--- src/rtl/mult_scheduler_pkg.sv ---
// Shared definitions for the multiplier scheduler: FSM encodings, default
// operand width and the watchdog formula.
package mult_scheduler_pkg;

    typedef enum logic [1:0] {
        IDLE  = 2'd0,
        ISSUE = 2'd1,
        WAIT  = 2'd2,
        RESP  = 2'd3
    } schedState;

    localparam int DEFAULT_N = 8;

    // Shift-add core needs about 2N cycles; the extra margin covers handshakes.
    function automatic int timeoutFor(input int n);
        return 2 * n + 4;
    endfunction

endpackage

--- src/rtl/mult_scheduler_rr_arb2.sv ---
// Combinational two-way round-robin pick: a tie goes to the port that was
// not served last, a lone request is granted directly.
module rr_arb2 (
    input  logic Req0,
    input  logic Req1,
    input  logic Last,
    output logic Grant,
    output logic Valid
);

    always_comb begin
        Valid = Req0 | Req1;
        Grant = Req1;
        if (Req0 && Req1) begin
            Grant = ~Last;
        end
    end

endmodule

--- src/rtl/mult_scheduler.sv ---
// Arbitrates two requesters onto the shared shift-add multiplier core,
// guards each job with a watchdog and returns the product with an ack pulse.
module mult_scheduler
    import mult_scheduler_pkg::*;
#(
    parameter int N       = DEFAULT_N,
    parameter int TIMEOUT = timeoutFor(N)
) (
    input  logic           Clk,
    input  logic           Reset,
    input  logic           Req0,
    input  logic           Req1,
    input  logic [N-1:0]   A0,
    input  logic [N-1:0]   B0,
    input  logic [N-1:0]   A1,
    input  logic [N-1:0]   B1,
    output logic           Ack0,
    output logic           Ack1,
    output logic [2*N-1:0] Result,
    output logic           Err,
    output logic           Busy,
    output logic           MulStart,
    output logic [N-1:0]   MulA,
    output logic [N-1:0]   MulB,
    input  logic           MulDone,
    input  logic [2*N-1:0] MulP
);

    localparam int CW = $clog2(TIMEOUT + 1);

    schedState      stateReg, stateNext;
    logic           lastReg;
    logic           ownerReg;
    logic           errReg;
    logic [CW-1:0]  cntReg;
    logic [N-1:0]   mulAReg;
    logic [N-1:0]   mulBReg;
    logic [2*N-1:0] resultReg;
    logic           grant;
    logic           grantValid;
    logic [1:0]     ackVec;

    rr_arb2 uArb (
        .Req0  (Req0),
        .Req1  (Req1),
        .Last  (lastReg),
        .Grant (grant),
        .Valid (grantValid)
    );

    always_comb begin
        stateNext = stateReg;
        case (stateReg)
            IDLE:    if (grantValid) stateNext = ISSUE;
            ISSUE:   stateNext = WAIT;
            WAIT:    if (MulDone || cntReg == '0) stateNext = RESP;
            RESP:    stateNext = IDLE;
            default: stateNext = IDLE;
        endcase
    end

    always_ff @(posedge Clk or posedge Reset) begin
        if (Reset) begin
            stateReg  <= IDLE;
            lastReg   <= 1'b1;
            ownerReg  <= 1'b0;
            errReg    <= 1'b0;
            cntReg    <= '0;
            mulAReg   <= '0;
            mulBReg   <= '0;
            resultReg <= '0;
        end else begin
            stateReg <= stateNext;
            case (stateReg)
                IDLE: begin
                    if (grantValid) begin
                        ownerReg <= grant;
                        mulAReg  <= grant ? A1 : A0;
                        mulBReg  <= grant ? B1 : B0;
                        errReg   <= 1'b0;
                    end
                end
                ISSUE: cntReg <= CW'(TIMEOUT);
                WAIT: begin
                    // A done pulse on the last watchdog cycle still counts as success.
                    if (MulDone) begin
                        resultReg <= MulP;
                        errReg    <= 1'b0;
                    end else if (cntReg == '0) begin
                        resultReg <= '0;
                        errReg    <= 1'b1;
                    end else begin
                        cntReg <= cntReg - CW'(1);
                    end
                end
                RESP: lastReg <= ownerReg;
                default: ;
            endcase
        end
    end

    genvar gi;
    generate
        for (gi = 0; gi < 2; gi++) begin : g_ack
            assign ackVec[gi] = (stateReg == RESP) && (ownerReg == 1'(gi));
        end
    endgenerate

    assign Ack0     = ackVec[0];
    assign Ack1     = ackVec[1];
    assign Err      = (stateReg == RESP) && errReg;
    assign Busy     = (stateReg != IDLE);
    assign MulStart = (stateReg == ISSUE);
    assign MulA     = mulAReg;
    assign MulB     = mulBReg;
    assign Result   = resultReg;

endmodule

--- config.mk ---
export PLATFORM = sky130hd
export DESIGN_NAME = mult_scheduler
export DESIGN_NICKNAME = d
export VERILOG_FILES = /design/src/rtl/mult_scheduler_pkg.sv /design/src/rtl/mult_scheduler_rr_arb2.sv /design/src/rtl/mult_scheduler.sv
export SDC_FILE = /design/constraint.sdc
export NUM_CORES = 1
export LEC_CHECK = 0
export BUFFER_PORTS_ARGS = -buffer_cell sky130_fd_sc_hd__buf_2
export CORE_UTILIZATION = 33
export CTS_BUF_LIST = sky130_fd_sc_hd__clkbuf_4
export DETAILED_ROUTE_END_ITERATION = 12
export HOLD_SLACK_MARGIN = 0.02
export SYNTH_ARGS = -nofsm -noshare
export SYNTH_HDL_FRONTEND = slang
export SYNTH_HIERARCHICAL = 1
export SYNTH_SLANG_ARGS = --single-unit
--- constraint.sdc ---
create_clock -name Clk -period 1.45 [get_ports Clk]
set_input_delay 0.145 -clock Clk [delete_from_list [all_inputs] [get_ports Clk]]
set_output_delay 0.145 -clock Clk [all_outputs]
set_load 0.01 [all_outputs]
Yosys cells after proc, flatten, opt, wreduce, memory -nomap -nowiden
Index checks and enable logic that the tools add are counted.
Cells by class
  $add $sub $neg: 1
  equal/unequal tests: 8
  multiplexer cells: 15
  bitwise gates (word level): 3
  reduce and logical (&&, ||, !) cells: 16
Operator list (count)
  16-bit 2-to-1 mux: 2
  8-bit 2-to-1 mux: 2
  5-bit 2-to-1 mux: 2
  5-bit case mux with 2 select lines: 1
  2-bit inequality test (second input constant): 4
  2-bit case mux with 4 select lines: 1
  2-bit nonzero test: 4
  2-bit AND reduction: 3
  3-bit AND reduction: 2
  5-bit zero test: 1
  5-bit by 1-bit subtractor with 5-bit output (second input constant): 1
  2-bit equality test (second input constant): 2
  1-bit logical AND: 4
  1-bit 2-to-1 mux: 4
  2-bit 2-to-1 mux: 2
  3-bit inequality test (second input constant): 1
  2-bit by 1-bit equality test with 1-bit output (second input constant): 1
  2-bit zero test: 1
  1-bit inverter: 2
  1-bit case mux with 2 select lines: 1
  1-bit logical OR: 1
  1-bit OR: 1
Word-level totals
  bits in registers: 42
  output and inout bits: 37
  word-level logic and storage cells: 51

Depth between registers and ports, before layout
  word-level depth: 4
  depth in mapped cells: 7
  gate-level depth less buffers: 5

Cells and area by module
Netlist, hierarchy kept.
By module, submodules not included
  mult_scheduler: instances 1, cells an instance 169, area each 1928.1 sq um, sequential area each 1052.3 sq um
  rr_arb2: instances 1, cells an instance 2, area each 13.8 sq um, sequential area each 0.0 sq um

Worst setup path after synthesis
OpenSTA, ideal clock, no wires.
  path kind: flip-flop to flip-flop
  start: reg cntReg[0]
  end: reg resultReg[0], in the netlist Result[0]
  setup time: 121 ps
  data arrival time: 1477 ps
  required time: 1329 ps
  path slack: -148 ps
  stages on the path, launching flop included: 7
  clock period less this slack: 1598 ps
  path through: dfrtp_1 inv_1 ha_1 nor4b_4 o21ai_1 buf_2 a22o_1
Between the ends
  longest elaborated chain between the ends: 3
Ends and longest elaborated chain
  start: declaration: line mult_scheduler.sv:35  | logic [CW-1:0] cntReg;
  start signal: assignment: line mult_scheduler.sv:83  | ISSUE: cntReg <= CW'(TIMEOUT);
  start signal: assignment: line mult_scheduler.sv:93  | cntReg <= cntReg - CW'(1);
  5-bit zero test: line mult_scheduler.sv:89  | end else if (cntReg == '0) begin
  2-bit nonzero test (no source line)
  2-bit AND reduction (no source line)
  end signal: assignment: line mult_scheduler.sv:87  | resultReg <= MulP;
  end: declaration: line mult_scheduler.sv:38  | logic [2*N-1:0] resultReg;
Every way passes these cells.
A chain may end at the register's enable or synchronous reset.

Worst setup path in the final report
  start: reg cntReg[0]
  end: reg cntReg[0]
Between the ends
  longest elaborated chain between the ends: 4
  elaborated cells between the ends (all ways): 7
  classes of those cells: 1 x add/sub; 1 x eq/ne; 3 x mux; 2 x reduce/logical
Ends and longest elaborated chain
  5-bit by 1-bit subtractor with 5-bit output: line mult_scheduler.sv:93
  5-bit 2-to-1 mux: line mult_scheduler.sv:89
  5-bit 2-to-1 mux: line mult_scheduler.sv:86  | if (MulDone) begin
  5-bit case mux with 2 select lines: line mult_scheduler.sv:74  | case (stateReg)
Parallel ways exist; a longest one is shown, timed or not. The select of a mux whose other input is x is not followed.

==> impl_summary.md <==
Run status
The run finished, with violations left. The final reports fail on setup timing.

Route
The wire length per cell is 12.87 um. The detailed-routing iteration count for the pre-antenna-repair pass is 3. The routed design has 4.748 mm of wire. The initial detailed-routing violation count is 55.

The count of nets left with antenna violations after detail routing is 0. In the routed layout, each cell is associated on average with a via count of 4.753. For this run, design rule violations remaining after detail routing come to 0. The number of vias in the routed layout is 1754.

Worst setup path
Traced cell by cell, the critical path runs through inv_2, ha_4, nor4b_4, buf_4, or4_4, o211ai_1. The endpoint kind of the worst setup timing path is a flip-flop. Along the worst path, the maximum fanout reaches 3. The longest individual stage delay on the worst path is 0.48 ns. The startpoint type of the worst setup path is a flip-flop. Data on the critical path is required at its endpoint by 1.73 ns. The startpoint-to-endpoint class of the critical path is flip-flop to flip-flop. The arrival time of data at the critical path endpoint is 1.88 ns. The standard cell with the maximum stage delay on the critical path is sky130_fd_sc_hd__or4_4.

Power and ir drop
The analysis attributes to cell leakage a power of 1.472 nW. The cell area power density is 1912 nW/um2. Across the VDD grid, the largest voltage drop is 0.0007592 V. The completed layout was analyzed and its total power is 0.005752 W.

Synth
The synthesized netlist occupies a cell area of 1942 um2. The count of flip-flops with a built-in enable after synthesis is 0. The synthesis warning total is 6. The synthesis-stage register bit count is 42. The count of distinct cell types in the synthesized netlist is 33. Synthesis produced a netlist with a net count of 230. For this run, asynchronously set or reset flops after synthesis account for 1.000. The commonest cells after synthesis are sky130_fd_sc_hd__dfrtp_1, sky130_fd_sc_hd__a21oi_1, sky130_fd_sc_hd__a22o_1, sky130_fd_sc_hd__mux2i_1, sky130_fd_sc_hd__nor2_1. The average instance in the mapped netlist occupies 11.36 um2. After technology mapping, the gate count stands at 171. For this run, the register share of the synthesized area comes to 0.5419. The area fraction of the dominant cell type after synthesis is 0.5284. The library cell with the largest summed area after synthesis is sky130_fd_sc_hd__dfrtp_1. The main flop type after synthesis is sky130_fd_sc_hd__dfrtp_1. Sorting the synthesized cells by area gives the leading types as sky130_fd_sc_hd__dfrtp_1, sky130_fd_sc_hd__mux2i_1, sky130_fd_sc_hd__a22o_1.

The most common cell in the synthesized netlist is sky130_fd_sc_hd__dfrtp_1.

Final layout
The count of placed standard cells in the final layout, fillers left out is 369. The fraction of layout cells with a size suffix above 1 is 0.4916. The core utilization of the finished layout is 0.5396. The filler cells instantiated in the layout total 502. The design area is 3008 um2. The number of nets in the final layout is 355. The layout-stage area growth over the synthesis result is 54.90%. 0 antenna diodes ended up in the layout.

Timing
After layout, the minimum clock period comes to 1.592 ns. The fmax is 628.1 MHz. The setup TNS is -0.7224 ns. The count of final setup violators is 21. The number of hold-slack violations in the final timing report is 0.

Across the routed clock network, the largest skew measured is 0.008245 ns. The final max-slew violation count is 0. The relative slew slack is 0.4671. The slew at the pin with the worst max-slew slack is 0.7944 ns. Setup repair after global routing could not meet its margin everywhere. Across all setup checks in the final design, the least slack found is -0.1421 ns. The post-route fraction of the period consumed by the critical path is 1.098.

GRT
The global route total overflow is 0. The maximum number of pins on one net before global-route repair is 31. The number of antenna violations at the first check in global routing is 0. The total global-route track usage is 0.1625. The number of global-route vias before repair was 1667. The wire length of the first global-routing pass is 7.700 mm.

Place
The final weighted congestion in routability-driven placement is 0.7629. The half-perimeter wire length after detailed placement is 3.374 mm. In this run the tool buffered the top-level ports with 89 buffer cells. The standard cell area after detailed placement is 2621 um2. In this run, placement finished with an instance count of 340.

Clock tree
The number of buffers between clock root and the deepest sink is 2. The clock root buffer master is sky130_fd_sc_hd__clkbuf_4. The number of clock sinks seen by CTS is 42. The later-pin clock latency in the skew report is 0.36 ns. The clock-pin transition on the worst setup and hold timing paths is 0.14 ns. The number of buffers created by CTS is 5. The number of levels the H-tree was split into is 2. The CTS tree is yes.

Flow run
The reported max-cap violation count is 0.

Floorplan
The die area is 6195 um2. During I/O placement, the number of pins put on the boundary was 90. The die is 78.71 um wide. The core outline area is 5574 um2. The effective utilization at floorplan is 0.3484. The die is 78.71 um tall. The count of standard-cell rows is 27.

Worst hold path
The worst hold path belongs to the class primary input to flip-flop.
power breakdown:
part	leakage (nW)	switching, W	internal, W	total (W)
Clock	0.0377	0.000432	0.000211	0.000642
Sequential	0.496	0.000341	0.00171	0.00205
Combinational	0.938	0.00146	0.00160	0.00306
per-layer routing:
metal  part of all wire  wire [um]  GRT usage
met5                  0          0          0
met3              0.062        294    0.04253
met4              0.020         95    0.07593
met1               0.44       2069     0.1963
met2               0.48       2288     0.2696
critical path: cells and delay by family (launching register included):
| kind | cells | cell delay [ns] |
|---|---|---|
| flip-flops | 1 | 0.41 |
| AND/OR/NAND/NOR | 2 | 0.62 |
| AO/OA/AOI/OAI | 1 | 0.12 |
| buffers and inverters | 2 | 0.22 |
| adder cells (fa/ha/maj) | 1 | 0.16 |
through the flow:
step | hold WS (ns) | setup WS (ns)
2_1_floorplan | 0.2847 | -0.08159
3_3_place_gp | 0.2247 | -0.07058
3_5_place_dp | 0.2212 | -0.1359
4_1_cts | 0.05188 | -0.1038
5_1_grt | 0.06782 | -0.2279
6_report | 0.06842 | -0.1421
kinds of logic (layout without fill, tap and decap cells):
| group | after synthesis | count (layout) | synth area share |
|---|---|---|---|
| AO/OA/AOI/OAI | 47 | 47 | 0.1682 |
| adder cells (fa/ha/maj) | 6 | 6 | 0.03866 |
| buffers and inverters | 19 | 145 | 0.04058 |
| flip-flops | 42 | 42 | 0.5419 |
| multiplexers | 19 | 19 | 0.09922 |
| AND/OR/NAND/NOR | 38 | 38 | 0.1115 |
repair_timing:
action,CTS,global route
resized for setup,19,11
endpoints found under the hold margin,35,0
endpoints found under the setup margin,25,43
pin swaps,8,2
setup buffers,1,3
hold buffers,17,0
sequential cells by signal, summed over array words and instances, names as in the netlist:
register,flops
MulA,8
MulB,8
Result,16
cntReg,5
errReg,1
lastReg,1
ownerReg,1
stateReg,2
final cells by class:
| class | count | area (um2) | area share |
|---|---|---|---|
| Clock buffer | 5 | 37.54 | 0.01248 |
| Clock inverter | 3 | 28.78 | 0.009567 |
| Inverter | 8 | 30.03 | 0.009983 |
| Multi-Input combinational cell | 110 | 919.6 | 0.3057 |
| Sequential cell | 42 | 1052 | 0.3498 |
| Tap cell | 72 | 90.09 | 0.02995 |
| Timing Repair Buffer | 129 | 849.6 | 0.2824 |
path summary, 6_finish.rpt:
kind	start	end	slack (ns)	cells after the start
worst max-delay path	cntReg[0]	cntReg[0]	-0.14	6
worst min-delay path	B0[2]	MulB[2]	0.07	3
worst max register to register	cntReg[0]	cntReg[0]	-0.14	6
worst min register to register	Result[4]	Result[4]	0.51	1
max in group asynchronous	Reset	Result[10]	0.51	4
min in group asynchronous	Reset	stateReg[0]	0.36	3
cells in the final DEF, fill, tap and decap left out, types with 2 or more instances in the layout:
| cell | netlist | routed |
|---|---|---|
| sky130_fd_sc_hd__dfrtp_1 | 41 | 41 |
| sky130_fd_sc_hd__or4_1 | 2 | 2 |
| sky130_fd_sc_hd__nor2b_1 | 3 | 2 |
| sky130_fd_sc_hd__o211ai_1 | 2 | 2 |
| sky130_fd_sc_hd__nor2_1 | 16 | 16 |
| sky130_fd_sc_hd__buf_4 | 0 | 18 |
| sky130_fd_sc_hd__a21oi_1 | 17 | 17 |
| sky130_fd_sc_hd__a22o_1 | 17 | 17 |
| sky130_fd_sc_hd__or2_2 | 2 | 2 |
| sky130_fd_sc_hd__dlygate4sd3_1 | 0 | 17 |
| sky130_fd_sc_hd__and2_2 | 0 | 2 |
| sky130_fd_sc_hd__o21ai_0 | 3 | 2 |
| sky130_fd_sc_hd__clkbuf_4 | 0 | 5 |
| sky130_fd_sc_hd__buf_6 | 0 | 7 |
| sky130_fd_sc_hd__mux2i_1 | 17 | 17 |
| sky130_fd_sc_hd__inv_2 | 0 | 5 |
| sky130_fd_sc_hd__buf_2 | 5 | 85 |
| sky130_fd_sc_hd__o311ai_1 | 0 | 2 |
| sky130_fd_sc_hd__buf_12 | 0 | 2 |
| sky130_fd_sc_hd__nand2b_1 | 2 | 2 |
| sky130_fd_sc_hd__inv_1 | 8 | 2 |
| sky130_fd_sc_hd__ha_4 | 0 | 5 |
| sky130_fd_sc_hd__nand2_1 | 3 | 2 |
| sky130_fd_sc_hd__and2_4 | 0 | 2 |
| sky130_fd_sc_hd__mux2_2 | 2 | 2 |
(Power assumes the default switching activity.)
